===== src/rtl/state_metric_array.sv =====
// Add-compare-select state metric array for a rate-1/2 Viterbi decoder: one trellis
// step per valid branch-metric set, with modulo normalisation and best-state tracking.
module state_metric_array #(
   parameter int K         = 4,
   parameter int G0        = 13,
   parameter int G1        = 15,
   parameter int BM_W      = 4,
   parameter int SM_W      = 8,
   parameter int INIT_BIAS = 16
) (
   input  logic                  clk,
   input  logic                  rst,
   input  logic                  enable,
   input  logic                  frame_start,
   input  logic                  bm_valid,
   input  logic [4*BM_W-1:0]     branch_metric,
   output logic [(1<<(K-1))-1:0] decision,
   output logic                  dec_valid,
   output logic [K-2:0]          best_state,
   output logic [SM_W-1:0]       best_metric,
   output logic                  norm_event
);
   localparam int N   = 1 << (K - 1);
   localparam int S_W = K - 1;
   localparam logic [K-1:0]    G0_V   = G0[K-1:0];
   localparam logic [K-1:0]    G1_V   = G1[K-1:0];
   localparam logic [SM_W-1:0] BIAS_V = INIT_BIAS[SM_W-1:0];

   typedef logic [N-1:0][SM_W-1:0] sm_vec_t;

   function automatic logic parity_k(input logic [K-1:0] v);
      return ^v;
   endfunction

   function automatic logic [1:0] code_idx(input logic [K-1:0] r);
      return {parity_k(r & G0_V), parity_k(r & G1_V)};
   endfunction

   function automatic sm_vec_t init_metrics();
      sm_vec_t v;
      for (int j = 0; j < N; j++) begin
         v[j] = (j == 0) ? {SM_W{1'b0}} : BIAS_V;
      end
      return v;
   endfunction

   localparam sm_vec_t INIT_V = init_metrics();

   if (K < 3 || K > 7) begin : g_bad_k
      $error("state_metric_array: K=%0d outside 3..7", K);
   end
   if (G0 == 0 || G1 == 0) begin : g_bad_gen
      $error("state_metric_array: generator polynomial is zero");
   end
   if ((K - 1) * ((1 << BM_W) - 1) >= (1 << (SM_W - 2))) begin : g_bad_bm
      $error("state_metric_array: SM_W too narrow for BM_W and K");
   end
   if (INIT_BIAS >= (1 << (SM_W - 2))) begin : g_bad_bias
      $error("state_metric_array: INIT_BIAS too large for SM_W");
   end

   logic                 step_s;
   sm_vec_t              sm_r;
   sm_vec_t              src_s;
   sm_vec_t              acs_s;
   sm_vec_t              new_s;
   logic [3:0][SM_W-1:0] bm_ext_s;
   logic [N-1:0]         dec_s;
   logic [N-1:0]         msb_s;
   logic                 norm_s;
   logic [S_W-1:0]       best_idx_s;
   logic [SM_W-1:0]      best_val_s;

   assign step_s = enable & bm_valid;
   assign src_s  = frame_start ? INIT_V : sm_r;
   assign norm_s = &msb_s;

   for (genvar i = 0; i < 4; i++) begin : g_bm
      assign bm_ext_s[i] = SM_W'(branch_metric[i*BM_W +: BM_W]);
   end

   // Predecessor indices and branch codes are fixed by the trellis, so they fold to constants.
   for (genvar j = 0; j < N; j++) begin : g_acs
      localparam int P0   = 2 * (j % (N / 2));
      localparam int P1   = P0 + 1;
      localparam int B    = j >> (K - 2);
      localparam int R0_I = (B << (K - 1)) | P0;
      localparam int R1_I = (B << (K - 1)) | P1;
      localparam logic [1:0] IDX0 = code_idx(R0_I[K-1:0]);
      localparam logic [1:0] IDX1 = code_idx(R1_I[K-1:0]);

      logic [SM_W-1:0] cand0_s;
      logic [SM_W-1:0] cand1_s;

      assign cand0_s  = src_s[P0] + bm_ext_s[IDX0];
      assign cand1_s  = src_s[P1] + bm_ext_s[IDX1];
      assign dec_s[j] = (cand1_s < cand0_s);
      assign acs_s[j] = dec_s[j] ? cand1_s : cand0_s;
      assign msb_s[j] = acs_s[j][SM_W-1];
      assign new_s[j] = norm_s ? {1'b0, acs_s[j][SM_W-2:0]} : acs_s[j];
   end

   // Minimum search over the normalised metrics; strict compare keeps the lowest index on ties.
   always_comb begin
      best_val_s = new_s[0];
      best_idx_s = {S_W{1'b0}};
      for (int j = 1; j < N; j++) begin
         if (new_s[j] < best_val_s) begin
            best_val_s = new_s[j];
            best_idx_s = S_W'(j);
         end else begin
            best_val_s = best_val_s;
            best_idx_s = best_idx_s;
         end
      end
   end

   // Metric storage and registered step outputs; everything except dec_valid holds between steps.
   always_ff @(posedge clk or posedge rst) begin
      if (rst) begin
         sm_r        <= INIT_V;
         decision    <= {N{1'b0}};
         dec_valid   <= 1'b0;
         best_state  <= {S_W{1'b0}};
         best_metric <= {SM_W{1'b0}};
         norm_event  <= 1'b0;
      end else begin
         dec_valid <= step_s;
         if (step_s) begin
            sm_r        <= new_s;
            decision    <= dec_s;
            best_state  <= best_idx_s;
            best_metric <= best_val_s;
            norm_event  <= norm_s;
         end
      end
   end

endmodule


===== config.mk =====
export PLATFORM = sky130hd
export DESIGN_NAME = state_metric_array
export DESIGN_NICKNAME = d
export VERILOG_FILES = /design/src/rtl/state_metric_array.sv
export SDC_FILE = /design/constraint.sdc
export NUM_CORES = 1
export LEC_CHECK = 0
export CAP_MARGIN = 20
export CELL_PAD_IN_SITES_DETAIL_PLACEMENT = 0
export CELL_PAD_IN_SITES_GLOBAL_PLACEMENT = 1
export CORE_ASPECT_RATIO = 1.4
export CORE_MARGIN = 1.5
export CORE_UTILIZATION = 43
export DETAILED_ROUTE_END_ITERATION = 8
export PLACE_DENSITY_LB_ADDON = 0.1
export SLEW_MARGIN = 10
export SYNTH_ARGS = -nofsm -noshare
export SYNTH_HDL_FRONTEND = slang
export SYNTH_SLANG_ARGS = --single-unit

===== constraint.sdc =====
create_clock -name clk -period 17.8 [get_ports clk]
set_input_delay 3.56 -clock clk [delete_from_list [all_inputs] [get_ports clk]]
set_output_delay 3.56 -clock clk [all_outputs]
set_load 0.05 [all_outputs]

==> results.txt <==
----------------------------------------------------
[Worst setup path]
  Crit. Startpoint ... frame_start
  Endpoint of the lowest-slack register-to-register path ... best_metric[5]
  Setup slack on the worst flop-to-flop path ... 2.33 ns
  Startpoint Class ... input port
  Bufs and invs on worst path ... 20
  Family with the most delay on the worst path ... compound AO/OA/AOI/OAI gates
  Worst Path Required ... 18.04 ns
  Worst Reg2Reg Path Length in Cells ... 90
  Crit-path most repeated cell ... sky130_fd_sc_hd__buf_4
  Critical path class ... input port to flip-flop
  Largest fanout of any net on the critical path ... 8
  Slowest library cell on the worst path ... sky130_fd_sc_hd__o311ai_4
  RR Startpoint ... sm_r[9]
  Delay of the slowest critical-path stage ... 0.36 ns
  Endpoint of the most critical setup path ... best_metric[5]
  Crit path DAT ... between 15 and 20 ns
  Instance count on the critical path ... 92
  Sort of element at the end of the critical path ... flip-flop

[Synthesis]
  Count of state elements after synthesis ... 85
  Post-synthesis async set-or-reset flop share ... 100%
  Part of the Yosys area used for sequential elements ... between 10% and 20%
  Number of enable-type register cells in the synthesized netlist ... 0
  Number of instances in the synthesized netlist ... 1,489
  Syn Std Cell Area ... 0.0114 mm2
  Post-Syn Area per Cell ... roughly 7.7 um2
  Distinct cell type count of the synthesized netlist ... 80
  Synth Flop Type ... sky130_fd_sc_hd__dfrtp_1
  Yosys warning count ... 0
  Synthesized Nets ... around 1,700

[Timing]
  RSZ-0062 raised after global routing ... yes
  Top achievable clock speed ... 54.9 MHz
  Final period utilization ... 102%
  Rel. slew slack ... 23.4%
  Least setup slack across all paths after layout ... -0.423 ns
  Number of endpoints failing setup at the final stage ... 11
  Shortest clock period the worst path allows after layout ... between 15 and 20 ns
  Final number of max-transition violations ... 0
  Fin. Hold Viols ... 0
  Tightest Pin Transition ... 1.14 ns
  Final Skew ... roughly 0.0087 ns

[Floorplanning]
  Standard-cell rows ... 70
  Area of the die ... between 0.02 and 0.03 mm2
  Width of the die ... 141 um
  Ports ... 42
  Chip Height ... 196 um
  Standard cell core area ... 0.0261 mm2
  Initial standard-cell utilization of the core ... 43.7%

[Layout]
  Final core area utilization ... 59.6%
  Area overhead of the layout relative to synthesis ... 36.5%
  Top library cells by usage in the layout, fill and taps aside ... sky130_fd_sc_hd__buf_4 (294), sky130_fd_sc_hd__nand2_1 (203), sky130_fd_sc_hd__ha_1 (131), sky130_fd_sc_hd__inv_1 (115), sky130_fd_sc_hd__nor2_1 (103)
  Fin nets ... 1,972
  Final antenna diode count ... 0
  Share of layout cells above drive strength 1 ... roughly 28%
  Most common cell after layout, fill and taps aside ... sky130_fd_sc_hd__buf_4

[Clocking]
  Largest buffer count on any clock path ... 2
  Clock slew at the register clock pins of the worst setup and hold paths ... roughly 0.07 ns
  Number of clock sinks seen by CTS ... between 80 and 90
  Worst-skew pair later-pin latency ... 0.36 ns
  Hold_buf cts ... 0
  Clock tree root buffer cell ... sky130_fd_sc_hd__clkbuf_16
  Number of buffers added by the clock tree synthesis step ... 9
  H-tree depth ... 3
  Clock tree from TritonCTS ... yes

[Placement]
  # port buffers ... 41
  Routability cong. ... between 0.8 and 0.9
  Estimated wirelength of the detail-placed design ... 31,400 um

[Global routing]
  Aggregate global-route resource usage ... 29.1%
  Grt total ovfl ... 0
  Pin count of the biggest net entering global routing ... 72
  Vias in the first global route ... 11,727
  Global-route wire length before repair ... roughly 62,000 um
  Initial antenna violation count ... 0

[Detailed routing]
  First-pass iteration count of the detailed router ... 5
  DRT antenna net count ... 0
  Vias per cell ... 5.52
  Number of remaining DRC errors ... 0
  Via count of the routed design ... 11,707
  Total wire length ... approximately 40,000 um
  Wire length per cell ... between 15 and 20 um
  Initial detailed-routing violation count ... 496

[Min path]
  Path class of the lowest-slack min-delay path ... flip-flop to flip-flop

[Run status]
  Failing checks ... setup timing
  Result of the run ... finished with violations

[Run]
  Max-cap viol count ... 0

----------------------------------------------------
==> how the worst min path moves through the flow <==
stage,from,to,slack (ns),cells after the start
6_report,sm_r[56],sm_r[56],0.48,2
3_3_place_gp,sm_r[43],sm_r[43],0.46,2
2_1_floorplan,sm_r[48],sm_r[48],0.44,2
5_1_grt,sm_r[60],sm_r[60],0.50,2
3_5_place_dp,sm_r[40],sm_r[40],0.46,2
4_1_cts,sm_r[40],sm_r[40],0.48,2
==> metrics by stage <==
| step | instance area (um2) | hold slack [ns] | setup TNS (ns) | cells | setup slack (ns) |
|---|---|---|---|---|---|
| detailed placement | 14100 | 0.462 | -13.40 | 2041 | -1.27 |
| global route | 15600 | 0.504 | -12.15 | 2122 | -1.14 |
| floorplan | 11700 | 0.438 | -16.99 | 1489 | -1.63 |
| CTS | 15100 | 0.479 | -0.892 | 2103 | -0.112 |
| global placement | 14100 | 0.456 | -10.10 | 2041 | -0.936 |
| finish | 15600 | 0.476 | -4.25 | 2122 | -0.423 |
==> worst min-delay path, cell delays in order, from the launching register on <==
cell and delay (ns):
sky130_fd_sc_hd__dfrtp_1 0.34, sky130_fd_sc_hd__nand2_1 0.04, sky130_fd_sc_hd__o21ai_0 0.06
==> area by class of cell <==
cell class | count | area (um2)
tap | 324 | 405
inverter | 121 | 459
clock inverter | 5 | 85.1
clock buffer | 11 | 233
multi-input combinational | 1226 | 9410
timing repair buffer | 350 | 2840
fill | 2433 | 10500
sequential | 85 | 2140
==> sequential cells by signal (all words and copies together), names as in the netlist <==
| signal | count |
|---|---|
| sm_r | 64 |
| norm_event | 1 |
| dec_valid | 1 |
| best_metric | 8 |
| decision | 8 |
| best_state | 3 |
==> cell families after synthesis <==
kind of cell,share of synthesized area (%)
AOI/OAI and AO/OA,23.3
muxes,7.04
xor gates and xnor gates,6.92
adders and majority gates,18.3
buffers and inverters,6.04
and+or+nand+nor,19.6
DFF,18.7
==> routing by layer <==
layer	track usage (%)	part of all wire (%)	vias up
met5	0	0	-
met4	11.8	3.8	0
met3	2.57	2.3	76
met2	53.3	52	187
met1	34.6	42	5633
li1	-	-	5811
==> synth_stat cells, types with 6 or more instances <==
cell type	count	area (um2)
sky130_fd_sc_hd__o21ai_0	110	551
sky130_fd_sc_hd__and2_1	18	113
sky130_fd_sc_hd__nand3_1	35	175
sky130_fd_sc_hd__nand2_1	206	773
sky130_fd_sc_hd__a21oi_1	124	621
sky130_fd_sc_hd__nor2b_1	48	300
sky130_fd_sc_hd__o21ai_1	9	45.0
sky130_fd_sc_hd__o211ai_1	7	52.6
sky130_fd_sc_hd__dfrtp_1	78	1950
sky130_fd_sc_hd__fa_1	8	160
sky130_fd_sc_hd__a31oi_1	6	37.5
sky130_fd_sc_hd__o22ai_1	7	43.8
sky130_fd_sc_hd__a211oi_1	9	67.6
sky130_fd_sc_hd__inv_1	117	439
sky130_fd_sc_hd__o21bai_1	6	45.0
sky130_fd_sc_hd__a221oi_1	8	70.1
sky130_fd_sc_hd__and3_1	7	43.8
sky130_fd_sc_hd__mux2_2	22	248
sky130_fd_sc_hd__clkbuf_1	46	173
sky130_fd_sc_hd__nand2b_1	24	150
sky130_fd_sc_hd__nor2_1	109	409
sky130_fd_sc_hd__nand4_1	10	62.6
sky130_fd_sc_hd__mux2i_1	54	541
sky130_fd_sc_hd__a21o_1	51	383
sky130_fd_sc_hd__ha_1	150	1880
sky130_fd_sc_hd__xnor2_1	54	473
sky130_fd_sc_hd__dfstp_2	7	184
sky130_fd_sc_hd__or3_1	11	68.8
sky130_fd_sc_hd__a211o_1	6	52.6
sky130_fd_sc_hd__o21a_1	7	52.6
sky130_fd_sc_hd__xor2_1	36	315
==> timing repair <==
action / CTS / global route
gates cloned: 1 / 0
endpoints found under the setup margin: 11 / 11
resized for setup: 95 / 58
hold endpoints to repair: 0 / 0
pin swaps: 53 / 70
buffers inserted: 45 / 20
Power is left out: the tool's default activity adds up to more than one toggle a clock period on the data nets, which glitch-free logic cannot reach.
